$ cat src/rtl/scanner_xfer_receiver.sv
// Receiver for the scanner buffer-transfer link. It accepts one valid/ready burst
// into a show-ahead FIFO, drains it downstream, and reports state, count and errors.
module scanner_xfer_receiver #(
  parameter int DATA_W = 8,
  parameter int DEPTH  = 16,
  parameter int CNT_W  = 8
) (
  input  logic                     clk,
  input  logic                     reset,
  input  logic                     xfer,
  input  logic                     in_valid,
  input  logic [DATA_W-1:0]        in_data,
  input  logic                     in_last,
  output logic                     in_ready,
  output logic                     out_valid,
  output logic [DATA_W-1:0]        out_data,
  input  logic                     out_ready,
  output logic [1:0]               state,
  output logic [CNT_W-1:0]         words_rcvd,
  output logic [$clog2(DEPTH):0]   fifo_count,
  output logic                     done,
  output logic                     err_flag
);

  // state | meaning
  // IDLE  | waiting for xfer
  // RECV  | accepting burst words until in_last
  // DRAIN | burst complete, waiting for the FIFO to empty
  // DONE  | one-cycle end-of-burst marker
  localparam logic [1:0] S_IDLE  = 2'd0;
  localparam logic [1:0] S_RECV  = 2'd1;
  localparam logic [1:0] S_DRAIN = 2'd2;
  localparam logic [1:0] S_DONE  = 2'd3;

  localparam int AW = $clog2(DEPTH);
  localparam logic [AW:0]      FULL    = (AW+1)'(DEPTH);
  localparam logic [CNT_W-1:0] CNT_MAX = {CNT_W{1'b1}};

  logic [DATA_W-1:0] mem [DEPTH];
  logic [AW-1:0]     wr_ptr;
  logic [AW-1:0]     rd_ptr;
  logic              push;
  logic              pop;

  // Full blocks ingress even when a pop lands in the same cycle.
  assign in_ready  = (state == S_RECV) && (fifo_count < FULL);
  assign push      = in_valid && in_ready;
  assign out_valid = (fifo_count != '0);
  assign pop       = out_valid && out_ready;
  assign out_data  = out_valid ? mem[rd_ptr] : '0;
  assign done      = (state == S_DONE);

  always_ff @(posedge clk) begin
    if (push) begin
      mem[wr_ptr] <= in_data;
    end
  end

  always_ff @(posedge clk) begin
    if (reset) begin
      state      <= S_IDLE;
      wr_ptr     <= '0;
      rd_ptr     <= '0;
      fifo_count <= '0;
      words_rcvd <= '0;
      err_flag   <= 1'b0;
    end else begin
      if (push) begin
        wr_ptr <= wr_ptr + 1'b1;
      end
      if (pop) begin
        rd_ptr <= rd_ptr + 1'b1;
      end

      case ({push, pop})
        2'b10:   fifo_count <= fifo_count + 1'b1;
        2'b01:   fifo_count <= fifo_count - 1'b1;
        default: fifo_count <= fifo_count;
      endcase

      if (state == S_IDLE && xfer) begin
        words_rcvd <= '0;
      end else if (push && words_rcvd != CNT_MAX) begin
        words_rcvd <= words_rcvd + 1'b1;
      end

      // Starting a burst wins over a stray word seen in the same IDLE cycle.
      if (state == S_IDLE && xfer) begin
        err_flag <= 1'b0;
      end else if (in_valid && state != S_RECV) begin
        err_flag <= 1'b1;
      end

      case (state)
        S_IDLE:  if (xfer) state <= S_RECV;
        S_RECV:  if (push && in_last) state <= S_DRAIN;
        S_DRAIN: if (fifo_count == '0) state <= S_DONE;
        default: state <= S_IDLE;
      endcase
    end
  end

endmodule

$ cat config.mk
export PLATFORM = sky130hd
export DESIGN_NAME = scanner_xfer_receiver
export DESIGN_NICKNAME = d
export VERILOG_FILES = /design/src/rtl/scanner_xfer_receiver.sv
export SDC_FILE = /design/constraint.sdc
export NUM_CORES = 1
export LEC_CHECK = 0
export CAP_MARGIN = 20
export CORE_AREA = 5 5 182 96
export DETAILED_ROUTE_END_ITERATION = 10
export DIE_AREA = 0 0 187 101
export DONT_BUFFER_PORTS = 1
export SLEW_MARGIN = 20
export SYNTH_ARGS = -nofsm -noshare
export SYNTH_HDL_FRONTEND = slang
export SYNTH_SLANG_ARGS = --single-unit
export TNS_END_PERCENT = 30
$ cat constraint.sdc
create_clock -name clk -period 8.72 [get_ports clk]
set_clock_uncertainty 0.1 [all_clocks]
set_input_delay 1.308 -clock clk [delete_from_list [all_inputs] [get_ports clk]]
set_output_delay 1.308 -clock clk [all_outputs]
set_load 0.01 [all_outputs]
== After elaboration in Yosys (flattened, before gate mapping) ==
Memory sizes are Yosys's and may differ from the RTL's. A register that Yosys moved wholly into a read port is not among the register bits.
Cells that the tools add are included.

* $add $sub $neg: 5
* $mul: 0
* Divide/modulo/power cells: 0
* $lt $le $gt $ge: 1
* Eq/ne operators: 10
* Shift-type cells: 0
* Muxes and demuxes: 10
* Bitwise gates (word level): 0
* Reduce and logical (&&, ||, !) cells: 13

{| class="wikitable"
|+ Operator list
! operator !! number
|-
| $pmux 5 s2 || 1
|-
| $add 4x1->4 const B || 2
|-
| $add 8x1->8 const B || 1
|-
| $mux 4 || 2
|-
| $mux 8 || 1
|-
| $ne 8x8->1 const B || 1
|-
| $logic_and 1x1->1 || 7
|-
| $eq 2x2->1 const B || 3
|-
| $mux 2 || 3
|-
| $pmux 2 s3 || 1
|-
| $add 5x1->5 const B || 1
|-
| $logic_not 5->1 || 1
|-
| $lt 5x5->1 const B || 1
|-
| $reduce_bool 5->1 || 1
|-
| $sub 5x1->5 const B || 1
|-
| $eq 2x1->1 const B || 2
|-
| $ne 2x1->1 const B || 2
|-
| $ne 2x2->1 const B || 2
|-
| $reduce_and 3->1 || 1
|-
| $logic_not 2->1 || 1
|-
| $mux 1 || 2
|-
| $reduce_bool 2->1 || 1
|-
| $reduce_or 2->1 || 1
|}

* Flip-flop bits (word level): 24
* Latch bits: 0
* Bits in writable memories: 128
* Memory bits (read-only): 0
* Logic and storage cells: 46
* Memories kept: 1

{| class="wikitable"
|+ Memories
! memory !! words !! bits a word !! rd ports !! clocked after Yosys merged registers in !! write ports !! line !! text
|-
| mem || 16 || 8 || 1 || 1 || 1 || 39 || <nowiki>logic [DATA_W-1:0] mem [DEPTH];</nowiki>
|}

== Depth between registers and ports, before layout ==
Gate-level depths: netlist (run 1).

* Depth in word-level cells: 6
* Depth in mapped cells: 14

== Least setup slack after synthesis (run 1) ==
No wires, ideal clock.

* Path type: input to register
* Start point: input port in_valid
* End point: register fifo_count[4]
* Setup time: 0.123 ns
* Arrival: 3.600 ns
* Required time: 8.497 ns
* Path slack: 4.897 ns
* Stages: 12
* Cells stage by stage: and3b_1 buf_2 inv_2 ha_1 clkbuf_1 xor2_1 ha_1 and4bb_2 nor4b_1 a311oi_1 mux2i_1 mux2_1

* Longest elaborated chain between the ends: 3

{| class="wikitable"
|+ Ends and longest elaborated chain
! what !! line !! text
|-
| from (decl) || 11 || <nowiki>input logic in_valid,</nowiki>
|-
| $logic_and 1x1->1 (*) || 47 || <nowiki>assign push = in_valid && in_ready;</nowiki>
|-
| $eq 2x1->1 / $eq 2x2->1 (equally long branches) || 75 || <nowiki>case ({push, pop})</nowiki>
|-
| $pmux 5 s2 / $reduce_bool 2->1 (equally long branches) || -- ||
|-
| to (signal assigned) || 76 || <nowiki>2'b10: fifo_count <= fifo_count + 1'b1;</nowiki>
|-
| to (signal assigned) || 77 || <nowiki>2'b01: fifo_count <= fifo_count - 1'b1;</nowiki>
|-
| to (signal assigned) || 78 || <nowiki>default: fifo_count <= fifo_count;</nowiki>
|-
| to (decl) || 20 || <nowiki>output logic [$clog2(DEPTH):0] fifo_count,</nowiki>
|}

Mark *: on every way between the ends. The rest lies on a longest branch, timed or not.
A chain may end at the register's enable or synchronous reset.

==> qor.yml, run 1 <==
die_h_um: 101
worstSkewPairLatency_ns: 0.41
yosysUniqueCellTypes: 41
peakVddDrop_v: 0.000126
tightestPinTransition_ns: 1.09
grtUsageMet2_pct: 21.5
synth_common_cells: "edfxtp_1, nor2_1, dfxtp_1"
ctsHoldBuffers: 0
p_leak_uw: 0.00236
grt_use_total_pct: 14.5
cts_setup_buffers: 0
drv_cap: 0
drtAntennaViolNets: 0
outcome: "complete, no violations"
synth_cells: 373
via_per_inst: 5.40
path_clk_slew_ns: 0.06
crit_path_end_kind: "output pin"
cts_max_level: 4
cts_buffers: 17
slew_headroom_pct: 26.8
root_buffer: "clkbuf_16"
core_mm2: 0.0159
cp.required_ns: 7.31
cts_tree: "built"
synth_edf_count: 128
vias: 3253
met3_usage_pct: 4.19
nets: 407
routabilityCongestion: 0.724
die_w_um: 187
layout.cells.non_filler: 602
io_pins: 41
remaining_drc_errors: 0
final_layout_size_suffix_gt1_share_pct: 16.3
yosysSeqAreaShare_pct: 68.1
ys_ff_latch: 156
critPathArrivalTime_ns: 2.66
placed_cells: 569
gr-total-overflow: 0
r2r_start: "state[0]"
grt_use_met1_pct: 20.9
synth_warnings: 0
top_usage_layer: "met2"
dr.pass1.iters: 5
yosys.area.top_type: "edfxtp_1"
crit_type: "reg2out"
insertedDiodeCount: 0
finalSetupViolCount: 0
crit_path_start_kind: "register"
hp-start: "rd_ptr[3]"
period_minus_slack_ns: 4.07
tns_ns: 0
slew_viol_final: 0
synthToLayoutAreaGrowth_pct: 12.0
grt_pass1_vias: 3221
routed_wl_mm: 13.3
die_area_mm2: 0.0189
async_reset_ff_share_pct: 0
worstPathMaxFanout: 32
synthesis.area_mm2: 0.00646
clockBufferDepth: 2
hold_viol: 0
drt-initial-drc-count: 239
num_rows: 33
grt_max_degree: 33
portBuffers: 0
antenna_found_initial: 1
grt_pass1_wl_mm: 19.8
rsz0062_at_grt: "no"
hold_path.class: "reg2reg"
power_density_mw_per_mm2: 275
synthTopCellsByArea: "edfxtp_1, dfxtp_1, mux4_2"
routedWlPerCell_um: 22.0
place_hpwl_mm: 8.73
ys.flop_type: "edfxtp_1"
synth.top_cell.area_share_pct: 59.5
fmax_mhz: 246
whs_ns: 0.418
cts_sinks: 156
synth.most_common_cell: "edfxtp_1"
initial_core_util_pct: 40.8
syn-num-nets: 401
cts_resized: 0
period_share_pct: 46.7
synth.avg_cell_area_um2: 17.3
==> critical path, stage by stage (launching register included) <==
cell and delay [ns]:
dfxtp_2 0.31, buf_4 0.49, mux4_1 0.66, mux4_2 0.55
and2_1 0.23
==> where the power goes <==
part | switching, µW | internal (µW) | leakage [µW]
registers | 42.9 | 835 | 0.00138
logic | 219 | 179 | 0.000702
clock network | 291 | 422 | 0.000282
==> placed cells by master (no fill, tap or decap), drive strengths merged, types with 2 or more instances in the layout <==
master / netlist / final
nor3: 7 / 7
nand4: 3 / 3
a21oi: 11 / 11
nand2: 14 / 14
edfxtp: 128 / 128
clkbuf: 10 / 22
xor2: 10 / 10
or3: 2 / 2
mux4: 40 / 40
nor2: 41 / 41
and3b: 2 / 2
ha: 14 / 14
o31ai: 2 / 2
o21ai: 3 / 3
buf: 9 / 6
mux2i: 4 / 4
dfxtp: 28 / 28
and2: 9 / 9
xnor2: 6 / 6
and3: 3 / 3
nand2b: 2 / 2
clkinv: 0 / 3
inv: 10 / 15
nand3: 3 / 3
==> cell families after synthesis <==
kind of cell	Yosys count	share of synthesized area [%]
AOI/OAI and AO/OA	21	1.97
xor gates and xnor gates	16	2.17
and+or+nand+nor	92	6.87
buffers and inverters	29	2.42
DFF	156	68.1
muxes	45	15.7
adders and majority gates	14	2.71
==> metrics by stage <==
step	setup WS [ns]	power [µW]	util, %	area, µm²
after floorplan	4.90	1220	-	6460
after global placement	4.75	1290	41.9	6650
after detailed placement	4.69	1290	41.9	6650
after CTS	4.59	2010	45.6	7220
after global routing	4.52	2080	45.7	7240
final	4.65	1990	45.7	7240
==> final cells by class <==
cell class / count / area [µm²]
fill: 1371 / 8620
sequential: 156 / 4410
multi-input combinational: 188 / 1910
clock buffer: 22 / 475
tap: 210 / 263
clock inverter: 10 / 101
timing repair buffer: 6 / 48.8
inverter: 10 / 37.5
==> worst paths after layout <==
kind         slack, ns  depth (start not counted)       endpoint
min reg2reg       0.42                          2       register
max reg2reg       5.22                         11  fifo_count[4]
max               4.65                          4    out_data[2]
min               0.42                          2       register
==> registers in the layout, indices dropped and copies added (netlist names), named ones only <==
signal / count
fifo_count: 5
rd_ptr: 4
wr_ptr: 4
words_rcvd: 8
mem: 128
state: 2
err_flag: 1
==> routing by layer <==
metal / wire, µm / vias up
met3: 800 / 11
met2: 5660 / 80
met5: 0 / -
met4: 138 / 0
met1: 6670 / 1694
li1: - / 1468
(Power assumes the default switching activity.)
==> inputs of run 2 (changes only) <==
==> constraint.sdc (replaced) <==
create_clock -name clk -period 3.7 [get_ports clk]
set_clock_uncertainty 0.1 [all_clocks]
set_input_delay 0.555 -clock clk [delete_from_list [all_inputs] [get_ports clk]]
set_output_delay 0.555 -clock clk [all_outputs]
set_load 0.01 [all_outputs]
==> qor.yml, run 2 (synthesis results as in run 1) <==
outcome: "complete, no violations"  # unchanged
routed_wl_mm: 13.2  # was 13.3 mm
grt_pass1_vias: 3282  # was 3,221
tightestPinTransition_ns: 0.983  # was 1.09 ns
tns_ns: 0  # unchanged
crit_path_start_kind: "register"  # unchanged
synthToLayoutAreaGrowth_pct: 14.0  # was 12.0%
hold_path.class: "in2reg"  # was reg2reg
power_density_mw_per_mm2: 639  # was 275 mW/mm²
routabilityCongestion: 0.747  # was 0.724
nets: 423  # was 407
drv_cap: 0  # unchanged
core_mm2: 0.0159  # unchanged
slew_headroom_pct: 34.2  # was 26.8%
grt_use_total_pct: 14.6  # was 14.5%
gr-total-overflow: 0  # unchanged
cts_buffers: 17  # unchanged
die_area_mm2: 0.0189  # unchanged
layout_commonest_cell: "edfxtp_1"  # unchanged
grt_max_degree: 33  # unchanged
routedWlPerCell_um: 21.4  # was 22.0 µm
whs_ns: 0.103  # was 0.418 ns
largest_reg_flops: 128  # unchanged
critPathArrivalTime_ns: 3.64  # was 2.66 ns
rsz0062_at_grt: "no"  # unchanged
slew_viol_final: 0  # unchanged
crit_type: "reg2reg"  # was reg2out
peakVddDrop_v: 0.000288  # was 0.000126 V
cts_max_level: 4  # unchanged
period_share_pct: 93.0
dr.pass1.iters: 4  # was 5
fmax_mhz: 291
crit_path_end_kind: "register"  # was output pin
drtAntennaViolNets: 0  # unchanged
num_rows: 33  # unchanged
cts_resized: 0  # unchanged
remaining_drc_errors: 0  # unchanged
p_leak_uw: 0.00244  # was 0.00236 µW
ctsHoldBuffers: 0  # unchanged
worstPathMaxFanout: 8  # was 32
cts_setup_buffers: 0  # unchanged
final_layout_size_suffix_gt1_share_pct: 19.6  # was 16.3%
cts_tree: "built"  # unchanged
worstSkewPairLatency_ns: 0.42  # was 0.41 ns
place_hpwl_mm: 8.84  # was 8.73 mm
grt_use_met1_pct: 20.3  # was 20.9%
drt-initial-drc-count: 242  # was 239
initial_core_util_pct: 40.8  # unchanged
top_regs: "mem: 128 flops, words_rcvd: 8 flops, fifo_count: 5 flops"  # unchanged
portBuffers: 0  # unchanged
finalSetupViolCount: 0  # unchanged
grtUsageMet2_pct: 20.6  # was 21.5%
die_w_um: 187  # unchanged
vias: 3286  # was 3,253
grt_pass1_wl_mm: 20.3  # was 19.8 mm
path_clk_slew_ns: 0.07  # was 0.06 ns
hold_viol: 0  # unchanged
met3_usage_pct: 7.13  # was 4.19%
die_h_um: 101  # unchanged
clockBufferDepth: 2  # unchanged
cp.required_ns: 3.90  # was 7.31 ns
cts_sinks: 156  # unchanged
io_pins: 41  # unchanged
nFillCells: 1375  # was 1,371
top_usage_layer: "met2"  # unchanged
period_minus_slack_ns: 3.44
antenna_found_initial: 0  # was 1
largest_register: "mem"  # unchanged
insertedDiodeCount: 0  # unchanged
root_buffer: "clkbuf_16"  # unchanged
via_per_inst: 5.32  # was 5.40
final_cell_mix: "edfxtp_1, nor2_1, dfxtp_1, mux4_2, buf_4"  # was edfxtp_1, nor2_1, dfxtp_1, mux4_2, clkbuf_16
-- run 2: changes by cell type in the layout (fill, tap and decap cells not counted), sizes merged --
| cell | delta |
|---|---|
| clkinvlp | +3 |
| buf | +16 |
| clkbuf | -5 |
| inv | +2 |
-- run 2: final cells by class --
type / instances / area, µm² / share of cell area [%]
Sequential cell: 156 / 4410 / 59.8
Multi-Input combinational cell: 188 / 1900 / 25.8
Clock buffer: 17 / 425 / 5.77
Tap cell: 210 / 263 / 3.57
Timing Repair Buffer: 22 / 178 / 2.41
Clock inverter: 15 / 155 / 2.11
Inverter: 10 / 37.5 / 0.510
-- run 2: worst paths after layout --
kind	start	end	slack (ns)	cells past startpoint
hold / removal	reset	rd_ptr[1]	0.10	1
setup / recovery	state[1]	fifo_count[4]	0.26	12
setup reg to reg	state[1]	fifo_count[4]	0.26	12
hold reg to reg	rd_ptr[3]	rd_ptr[3]	0.41	2
-- run 2: worst max-delay path: stages, from the launching register on --
cell and delay, ns:
dfxtp_1 0.48, inv_1 0.12, ha_1 0.23, and3b_1 0.21, inv_2 0.11, ha_1 0.36
xor2_1 0.12, ha_1 0.23, and4bb_2 0.35, nor4b_1 0.07, a311oi_1 0.31, mux2i_1 0.30
mux2_1 0.34
-- run 2: through the flow --
step / cells / instance area, µm² / worst slack (ns) / total power, µW / utilization [%]
after CTS: 618 / 7370 / 0.293 / 4760 / 46.5
after floorplan: 373 / 6460 / 0.494 / 2870 / -
final: 618 / 7370 / 0.259 / 4710 / 46.5
after global routing: 618 / 7370 / 0.0960 / 4920 / 46.5
after detailed placement: 586 / 6790 / 0.312 / 3070 / 42.8
after global placement: 586 / 6790 / 0.399 / 3050 / 42.8
-- run 2: metal layers --
layer / share of wire [%] / wire length, µm / vias up
li1: - / - / 1502
met1: 48 / 6280 / 1677
met2: 41 / 5480 / 96
met3: 10 / 1360 / 11
met4: 0.74 / 98 / 0
met5: 0 / 0 / -
-- run 2: power breakdown --
| part | leakage, µW | internal (µW) | switching, µW | total [µW] |
|---|---|---|---|---|
| combinational | 0.000791 | 441 | 523 | 964 |
| sequential | 0.00138 | 1970 | 87.6 | 2050 |
| clock | 0.000272 | 949 | 742 | 1690 |
